===== src/rtl/dmem_arbiter.sv =====
// dmem_arbiter: shares the single data-memory port between the CPU MEM stage
// and the debug/loader port. The CPU has priority. The debug port wins once it
// has lost STARVE_MAX consecutive conflicts. One access is in flight at a time.
//
// state  | meaning
// -------+---------------------------------------------------------------
// S_IDLE | no access in flight; arbitrate and capture the winner's request
// S_BUSY | memory access in progress; lat_cnt counts down the read latency
// S_RESP | ack pulse to the owning port; requests are not sampled here
module dmem_arbiter #(
  parameter int Nbits      = 64,
  parameter int MEM_LAT    = 1,
  parameter int STARVE_MAX = 4
) (
  input  logic             clk,
  input  logic             rst,
  input  logic             cpu_req,
  input  logic             cpu_we,
  input  logic [Nbits-1:0] cpu_addr,
  input  logic [Nbits-1:0] cpu_wdata,
  output logic             cpu_ack,
  output logic             cpu_stall,
  input  logic             dbg_req,
  input  logic             dbg_we,
  input  logic [Nbits-1:0] dbg_addr,
  input  logic [Nbits-1:0] dbg_wdata,
  output logic             dbg_ack,
  output logic [Nbits-1:0] rdata,
  output logic             mem_read,
  output logic             mem_write,
  output logic [Nbits-1:0] mem_addr,
  output logic [Nbits-1:0] mem_wdata,
  input  logic [Nbits-1:0] mem_rdata,
  output logic             owner
);

  typedef enum logic [1:0] {
    S_IDLE = 2'd0,
    S_BUSY = 2'd1,
    S_RESP = 2'd2
  } state_t;

  localparam logic [2:0] LAT_LOAD   = 3'(MEM_LAT);
  localparam logic [3:0] STARVE_LIM = 4'(STARVE_MAX);

  state_t           state_q, state_d;
  logic             owner_q, owner_d;
  logic             we_q, we_d;
  logic [Nbits-1:0] addr_q, addr_d;
  logic [Nbits-1:0] wdata_q, wdata_d;
  logic [Nbits-1:0] rdata_q, rdata_d;
  logic [2:0]       lat_cnt_q, lat_cnt_d;
  logic [3:0]       starve_cnt_q, starve_cnt_d;
  logic             grant_dbg;
  logic             first_busy;

  // The counter still holds its load value only during the first BUSY cycle,
  // which is where a write strobe is issued.
  assign first_busy = (lat_cnt_q == LAT_LOAD);

  // Next-state, arbitration and memory-port strobes.
  always_comb begin
    state_d      = state_q;
    owner_d      = owner_q;
    we_d         = we_q;
    addr_d       = addr_q;
    wdata_d      = wdata_q;
    rdata_d      = rdata_q;
    lat_cnt_d    = lat_cnt_q;
    starve_cnt_d = starve_cnt_q;
    grant_dbg    = 1'b0;
    mem_read     = 1'b0;
    mem_write    = 1'b0;
    cpu_ack      = 1'b0;
    dbg_ack      = 1'b0;
    case (state_q)
      S_IDLE: begin
        if (cpu_req || dbg_req) begin
          grant_dbg = dbg_req && (!cpu_req || (starve_cnt_q == STARVE_LIM));
          if (grant_dbg) begin
            starve_cnt_d = 4'd0;
            we_d         = dbg_we;
            addr_d       = dbg_addr;
            wdata_d      = dbg_wdata;
          end else begin
            // A CPU win only counts against the debug port if it was waiting.
            if (!dbg_req) begin
              starve_cnt_d = 4'd0;
            end else if (starve_cnt_q < STARVE_LIM) begin
              starve_cnt_d = starve_cnt_q + 4'd1;
            end
            we_d    = cpu_we;
            addr_d  = cpu_addr;
            wdata_d = cpu_wdata;
          end
          owner_d   = grant_dbg;
          lat_cnt_d = LAT_LOAD;
          state_d   = S_BUSY;
        end
      end
      S_BUSY: begin
        mem_read  = ~we_q;
        mem_write = we_q & first_busy;
        lat_cnt_d = lat_cnt_q - 3'd1;
        if (lat_cnt_q == 3'd1) begin
          if (!we_q) begin
            rdata_d = mem_rdata;
          end
          state_d = S_RESP;
        end
      end
      S_RESP: begin
        cpu_ack = ~owner_q;
        dbg_ack = owner_q;
        state_d = S_IDLE;
      end
      default: state_d = S_IDLE;
    endcase
  end

  // State and datapath registers with synchronous reset.
  always_ff @(posedge clk) begin
    if (rst) begin
      state_q      <= S_IDLE;
      owner_q      <= 1'b0;
      we_q         <= 1'b0;
      addr_q       <= '0;
      wdata_q      <= '0;
      rdata_q      <= '0;
      lat_cnt_q    <= 3'd0;
      starve_cnt_q <= 4'd0;
    end else begin
      state_q      <= state_d;
      owner_q      <= owner_d;
      we_q         <= we_d;
      addr_q       <= addr_d;
      wdata_q      <= wdata_d;
      rdata_q      <= rdata_d;
      lat_cnt_q    <= lat_cnt_d;
      starve_cnt_q <= starve_cnt_d;
    end
  end

  assign mem_addr  = addr_q;
  assign mem_wdata = wdata_q;
  assign rdata     = rdata_q;
  assign owner     = owner_q;
  assign cpu_stall = cpu_req & ~cpu_ack;

endmodule


===== config.mk =====
export PLATFORM = sky130hd
export DESIGN_NAME = dmem_arbiter
export DESIGN_NICKNAME = d
export VERILOG_FILES = /design/src/rtl/dmem_arbiter.sv
export SDC_FILE = /design/constraint.sdc
export NUM_CORES = 1
export LEC_CHECK = 0
export CAP_MARGIN = 20
export CORE_AREA = 2 2 205 207
export CTS_BUF_LIST = sky130_fd_sc_hd__clkbuf_4
export DETAILED_ROUTE_END_ITERATION = 10
export DIE_AREA = 0 0 207 209
export PLACE_DENSITY_LB_ADDON = 0.25
export SYNTH_ARGS = -nofsm -noshare
export SYNTH_HDL_FRONTEND = slang
export SYNTH_SLANG_ARGS = --single-unit

===== constraint.sdc =====
create_clock -name clk -period 2.6 [get_ports clk]
set_clock_uncertainty 0.2 [all_clocks]
set_input_delay 0.52 -clock clk [delete_from_list [all_inputs] [get_ports clk]]
set_output_delay 0.52 -clock clk [all_outputs]
set_load 0.02 [all_outputs]

# Word level (Yosys, flattened, before mapping)
# Cells that the tools add are included.
# word_totals
input_bits	326
wordCells	49
out_inout_bits	198
ff_bits	203
# op_classes
reduce_logical	11
muxes	15
magnitude_cmp	1
n_eq_ne	7
bitwise_logic	5
add_sub_neg	2
# op_table
cell	n
two-way mux 64 bit	2
two-way mux 4 bit	3
case mux 3 bit (2 select lines)	1
AND reduction 2 bit	3
AND reduction 3 bit	2
two-way mux 1 bit	5
adder 4 x 1 -> 4 bit (second input constant)	1
== test 4 x 3 -> 1 bit (second input constant)	1
less-than comparator 4 x 3 -> 1 bit (second input constant)	1
two-way mux 2 bit	2
inequality test 2 bit (second input constant)	2
case mux 2 bit (2 select lines)	1
== test 3 x 1 -> 1 bit (second input constant)	1
two-way mux 3 bit	1
inequality test 3 x 1 -> 1 bit (second input constant)	1
NOT 1 bit	3
subtractor 3 x 1 -> 3 bit (second input constant)	1
AND 1 bit	2
== test 2 x 1 -> 1 bit (second input constant)	1
== test 2 bit (second input constant)	1
zero test 2 bit	1
logical OR 1 bit	2
nonzero test 2 bit	1
logical AND 1 bit	1
zero test 1 bit	1

# Depth between registers and ports, before layout
# Gate-level depths: netlist of the first run.
# depth
ltp_word	5
mapped_depth	8
depth_no_buf	6

# Worst setup path before layout of the first run
# OpenSTA, ideal clock, no wires.
# synth_timing
path_kind	flip-flop to output port
start	register state_q[1]
end	output cpu_stall
required_ps	1880
stages_incl_launch_ff	4
setup_slack_ps	605
arrival_ps	1275
n_path_buf	1
cell_sequence	dfxtp_1 -> buf_4 -> nor3b_1 -> nor2b_1
# synth_between
elab_chain_len	4
# synth_lines
element	line	text
from (decl)	46	state_t state_q, state_d;
from (signal assigned)	133	state_q <= state_d;
== test 2 bit	76	case (state_q)
two-way mux 1 bit	76	
named net cpu_ack	21	output logic cpu_ack,
NOT 1 bit	148	assign cpu_stall = cpu_req & ~cpu_ack;
AND 1 bit	148	
to (decl)	22	output logic cpu_stall,
# The timed path passes the listed nets, and every way through them passes these cells.

# Worst setup path in the final report of the first run
# layout_timing
start	register addr_q[28] (netlist: mem_addr[28])
end	output mem_addr[28]
# layout_lines
element	line	text
from (decl)	49	logic [Nbits-1:0] addr_q, addr_d;
from (signal assigned)	136	addr_q <= addr_d;
to (decl)	31	output logic [Nbits-1:0] mem_addr,
# No word-level cell between the ends.

==> results of run 1 <==
==> final cells by class <==
class | count | area share
Antenna cell | 5 | 0.000786
Timing Repair Buffer | 618 | 0.399
Clock buffer | 84 | 0.0396
Tap cell | 539 | 0.0423
Sequential cell | 203 | 0.256
Multi-Input combinational cell | 757 | 0.254
Inverter | 7 | 0.00165
Clock inverter | 17 | 0.00762
==> synth_stat cells <==
master and instances:
buf_4 6, mux2i_1 1, buf_2 47, buf_1 1
a211oi_1 2, nor2b_1 2, o21ai_0 2, a211o_1 2
clkbuf_1 34, inv_1 7, ha_1 4, nand2b_1 5
a21boi_2 1, or2_2 1, dfxtp_1 203, a21oi_1 68
a21o_1 1, nor3_1 4, a311oi_1 89, o31ai_1 1
nand3b_1 1, a31oi_1 1, a21bo_2 1, nor3_4 1
nand2_1 388, nor2_1 136, nand3_1 1, nor2_2 1
o41ai_1 1, nor3b_1 1, a311oi_2 40, and3b_1 1
nand4bb_4 1, buf_6 6
==> registers in the layout, indices dropped and copies added (netlist names) <==
| signal | count |
|---|---|
| we_q | 1 |
| lat_cnt_q | 3 |
| starve_cnt_q | 4 |
| state_q | 2 |
| mem_wdata | 64 |
| owner | 1 |
| rdata | 64 |
| mem_addr | 64 |
==> tightest hold or removal path, stage by stage <==
cell	delay, ns
clkdlybuf4s50_1	0.40
nand2_1	0.06
a21oi_1	0.05
==> power groups by stage <==
stage	clock [mW]	sequential, mW	combinational [mW]
after floorplan	0	4.01	0.885
after global placement	0	3.65	2.72
after detailed placement	0	3.66	2.73
after CTS	3.24	3.60	2.79
after global routing	3.39	3.64	2.97
final	3.08	3.60	2.77
==> timing repair <==
item | CTS | global route
hold buffers | 36 | 0
resized for setup | 30 | 7
setup buffers | 0 | 3
endpoints found under the setup margin | 9 | 9
pin swaps | 1 | 2
gates cloned | 0 | 1
hold endpoints to repair | 46 | 0
==> cells by family after synthesis <==
| family | count (synthesis) |
|---|---|
| AND/OR/NAND/NOR | 543 |
| buffers and inverters | 101 |
| adder cells (fa/ha/maj) | 4 |
| multiplexers | 1 |
| AO/OA/AOI/OAI | 209 |
| flip-flops | 203 |
==> routing by layer <==
metal	track usage	part of all wire	vias to the layer above
li1	-	-	4822
met5	0	0.00031	-
met1	0.171	0.40	4312
met2	0.263	0.48	396
met3	0.0682	0.097	58
met4	0.0522	0.023	2
==> final timing paths <==
| check | startpoint | to | slack, ns | cells past startpoint |
|---|---|---|---|---|
| min | mem_rdata[47] | rdata[47] | 0.10 | 3 |
| min reg2reg | rdata[63] | rdata[63] | 0.25 | 2 |
| max | mem_addr[28] | mem_addr[28] | 0.11 | 1 |
| max reg2reg | starve_cnt_q[0] | mem_wdata[58] | 0.15 | 9 |
==> per-stage QoR <==
| step | instances | setup TNS (ns) |
|---|---|---|
| 3_3_place_gp | 2084 | -0.134 |
| 5_1_grt | 2228 | -0.0867 |
| 6_report | 2230 | 0 |
| 2_1_floorplan | 1061 | 0 |
| 4_1_cts | 2221 | -0.0117 |
| 3_5_place_dp | 2084 | -0.278 |
==> flow_summary.ini, run 1 <==
[layout]
fin_nets = 1976
num-fill-cells = 4244
layout_common_cells = 508 x clkdlybuf4s50_1, 388 x nand2_1, 200 x dfxtp_1
drive_above_1_share = 0.122
multiInputGateArea_um2 = 4040
area_delta_synth_final_pct = 86.1
regArea_um2 = 4070
post-route-util = 0.386
mostFrequentLayoutCell = clkdlybuf4s50_1
design_area_um2 = 15900

[min_path]
holdCritPathClass = in -> reg

[timing]
finalHoldWorstSlack_ns = 0.105
setup_viol = 0
relSlewSlack = 0.528
hold_viol = 0
period_minus_slack_ns = 2.49
slew_viol_final = 0
period_share = 0.959
fin_ws_ns = 0.106
max_freq_mhz = 401
worstMarginPinSlew_ns = 0.707

[synth]
synth-simple-area-share = 0.247
yosys_warnings = 0
synth-compound-area-share = 0.212
synth_top_family_by_area = simple AND/OR/NAND/NOR gates
synth-adder-area-share = 0.00585
yosys-top-cells-area = dfxtp_1 47%, nand2_1 17%, a311oi_1 9.1%
syn_area_um2 = 8560
syn_nets = 1391
synth_top_area_share = 0.475
synth_area_per_cell_um2 = 8.07
synth-xor-area-share = 0
synth_top_cell_by_area = dfxtp_1
syn_inst = 1061
ys_types = 34
ys_ff_latch = 203
seq_area_frac_synth = 0.475
synthMuxAreaShare = 0.00117

[cts]
clkLatencyLatePin_ns = 0.78
cts_tree = done
clock-sinks = 203
cts_root_buf = clkbuf_4
h-tree-depth = 2
clkTransAtPathRegs_ns = 0.06
clockBufferDepth = 3
cts_buffers = 59

[place]
port_buffers = 523
dp_worst_setup_slack_ns = -0.0331
hpwl_um = 25600
globalplace.congestion = 0.827
dpl_cell_area_um2 = 14700

[setup_path]
worst_path_largest_cell_delay_ns = 0.66
path_max_fanout = 2
end_kind = output port
worst-path-buf-inv = 1
crit_family = buffers and inverters
crit_type = reg -> out
critPathLaunchType = flip-flop
cp_cell_sequence = clkdlybuf4s50_1
cp_slowest_cell = clkdlybuf4s50_1
cp_data_required_time_ns = 1.88
cp.arrival_ns = 1.77

[pwr]
pwr-share-clk = 0.326
p_switching_mw = 2.91
leakage_nw = 6.05
total_power_mw = 9.45
power.share.switching = 0.308
combPwrFrac = 0.293
p_per_area_nw_per_um2 = 593
irDropWorstVdd_mv = 0.268
intPower_mw = 6.54
seq_power_share = 0.381

[die]
start_util = 0.207
num_rows = 75
num_io_pins = 524
core_um2 = 41300
die_w_um = 207
fp.dieArea_um2 = 43300
fp.dieH_um = 209

[grt]
grt_pass1_vias = 9696
grt_pass1_wl_um = 53200
antenna_found_initial = 3
grt_max_degree = 73
globalRouteTotalUtil = 0.154
gr-total-overflow = 0

[detailed_routing]
drc = 0
routed_wl_um = 35100
wl_per_cell_um = 15.7
drtIter0Drc = 453
ant_nets = 0
vias = 9590
viasPerCell = 4.30
firstDrtPassIters = 4

[job]
maxCapViolations = 0

[status]
outcome = complete, no violations
Power figures use the tool's default switching activity.
==> inputs of run 2 (changes only) <==
--- a/config.mk
+++ b/config.mk
@@ -7,9 +7,10 @@
 export LEC_CHECK = 0
 export CAP_MARGIN = 20
 export CORE_AREA = 2 2 205 207
-export CTS_BUF_LIST = sky130_fd_sc_hd__clkbuf_4
+export CTS_BUF_LIST = sky130_fd_sc_hd__clkbuf_16
 export DETAILED_ROUTE_END_ITERATION = 10
 export DIE_AREA = 0 0 207 209
+export GPL_ROUTABILITY_DRIVEN = 0
 export PLACE_DENSITY_LB_ADDON = 0.25
 export SYNTH_ARGS = -nofsm -noshare
 export SYNTH_HDL_FRONTEND = slang
==> run 2 against run 1 <==
  * Fmax is 1.7% higher
  * Sequential power barely moved
  * Critical endpoint is now mem_write
  * Critical path type unchanged
  * Highest routed layer unchanged
  * Via count shrank 4.0%
==> flow_summary.ini, run 2 (synthesized netlist as in run 1, its figures left out) <==
[status]
outcome = complete, no violations

[grt]
grt_max_degree = 73
grt_pass1_wl_um = 52100
antenna_found_initial = 1
globalRouteTotalUtil = 0.149
gr-total-overflow = 0
grt_pass1_vias = 9259

[die]
die_w_um = 207
fp.dieArea_um2 = 43300
core_um2 = 41300
num_rows = 75
fp.dieH_um = 209
num_io_pins = 524
start_util = 0.207

[place]
hpwl_um = 25600
port_buffers = 523
dp_worst_setup_slack_ns = -0.0331
dpl_cell_area_um2 = 14700

[setup_path]
critPathLaunchType = flip-flop
cp_cell_sequence = ha_1 > nand4bb_4 > nor2_2 > clkdlybuf4s15_2
cp.depth = 4
path_max_fanout = 4
cp.arrival_ns = 1.73
cp_data_required_time_ns = 1.88
crit_type = reg -> out
crit_family = flip-flops
worst-path-buf-inv = 1
end_kind = output port
worst_path_largest_cell_delay_ns = 0.37
cp_slowest_cell = dfxtp_1
worstRegToRegCells = 8

[timing]
rsz0062_at_grt = no
fin_ws_ns = 0.149
hold_viol = 0
worstMarginPinSlew_ns = 0.705
slew_viol_final = 0
period_share = 0.943
period_minus_slack_ns = 2.45
finalHoldWorstSlack_ns = 0.253
setup_viol = 0
max_freq_mhz = 408
relSlewSlack = 0.530

[cts]
h-tree-depth = 1
cts_root_buf = clkbuf_16
clkTransAtPathRegs_ns = 0.05
cts_buffers = 26
clkLatencyLatePin_ns = 0.54
clockBufferDepth = 3
clock-sinks = 203
cts_setup_buffers = 0
cts_tree = done

[detailed_routing]
firstDrtPassIters = 5
ant_nets = 0
routed_wl_um = 34000
viasPerCell = 4.32
drc = 0
drtIter0Drc = 459
wl_per_cell_um = 16.0
vias = 9202

[min_path]
whs_path_depth = 2
holdCritPathClass = reg -> reg

[layout]
layout_common_cells = 517 x clkdlybuf4s50_1, 388 x nand2_1, 202 x dfxtp_1
mostFrequentLayoutCell = clkdlybuf4s50_1
fin_nets = 1903
area_delta_synth_final_pct = 82.1
drive_above_1_share = 0.0910
post-route-util = 0.377
design_area_um2 = 15600
antennaDiodeCount = 0
num-fill-cells = 4218

[job]
maxCapViolations = 0

[pwr]
total_power_mw = 9.96
leakage_nw = 5.77
p_per_area_nw_per_um2 = 639
irDropWorstVdd_mv = 0.408
run 2: power breakdown:
part	switching [mW]	internal (mW)	leakage, nW	total [mW]
clock network	1.44	2.21	0.427	3.65
logic	1.30	1.41	3.67	2.71
registers	0.173	3.43	1.67	3.60
run 2: layout make-up:
| class | instances | area, um2 | share of cell area |
|---|---|---|---|
| Timing Repair Buffer | 578 | 5930 | 0.381 |
| Sequential cell | 203 | 4070 | 0.261 |
| Multi-Input combinational cell | 757 | 4020 | 0.258 |
| Tap cell | 539 | 674 | 0.0433 |
| Clock buffer | 26 | 651 | 0.0417 |
| Clock inverter | 22 | 216 | 0.0139 |
| Inverter | 7 | 26.3 | 0.00169 |
run 2: path summary, 6_finish.rpt:
| kind | from | to | slack [ns] |
|---|---|---|---|
| min reg2reg | rdata[36] | rdata[36] | 0.25 |
| max | lat_cnt_q[0] | mem_write | 0.15 |
| max reg2reg | starve_cnt_q[0] | mem_addr[62] | 0.50 |
| min | rdata[36] | rdata[36] | 0.25 |
run 2: stage by stage:
stage                     TNS [ns]  cells
after floorplan                  0   1061
after global placement      -0.134   2084
after detailed placement    -0.278   2084
after CTS                        0   2132
after global routing             0   2132
final                            0   2132
run 2: metal layers:
layer / routed length [um] / global-route usage
met5: 13 / 0
met4: 767 / 0.0424
met3: 3120 / 0.0550
met2: 16200 / 0.257
met1: 14000 / 0.174
run 2: tightest hold or removal path: stages (launching register included):
cell and delay (ns):
dfxtp_1 0.30, nand2_1 0.05, a21oi_1 0.05
run 2: what timing repair did:
| item | CTS | global route |
|---|---|---|
| hold endpoints to repair | 0 | 0 |
| hold buffers | 0 | 0 |
| setup endpoints to repair | 5 | 1 |
| gates resized for setup | 9 | 1 |
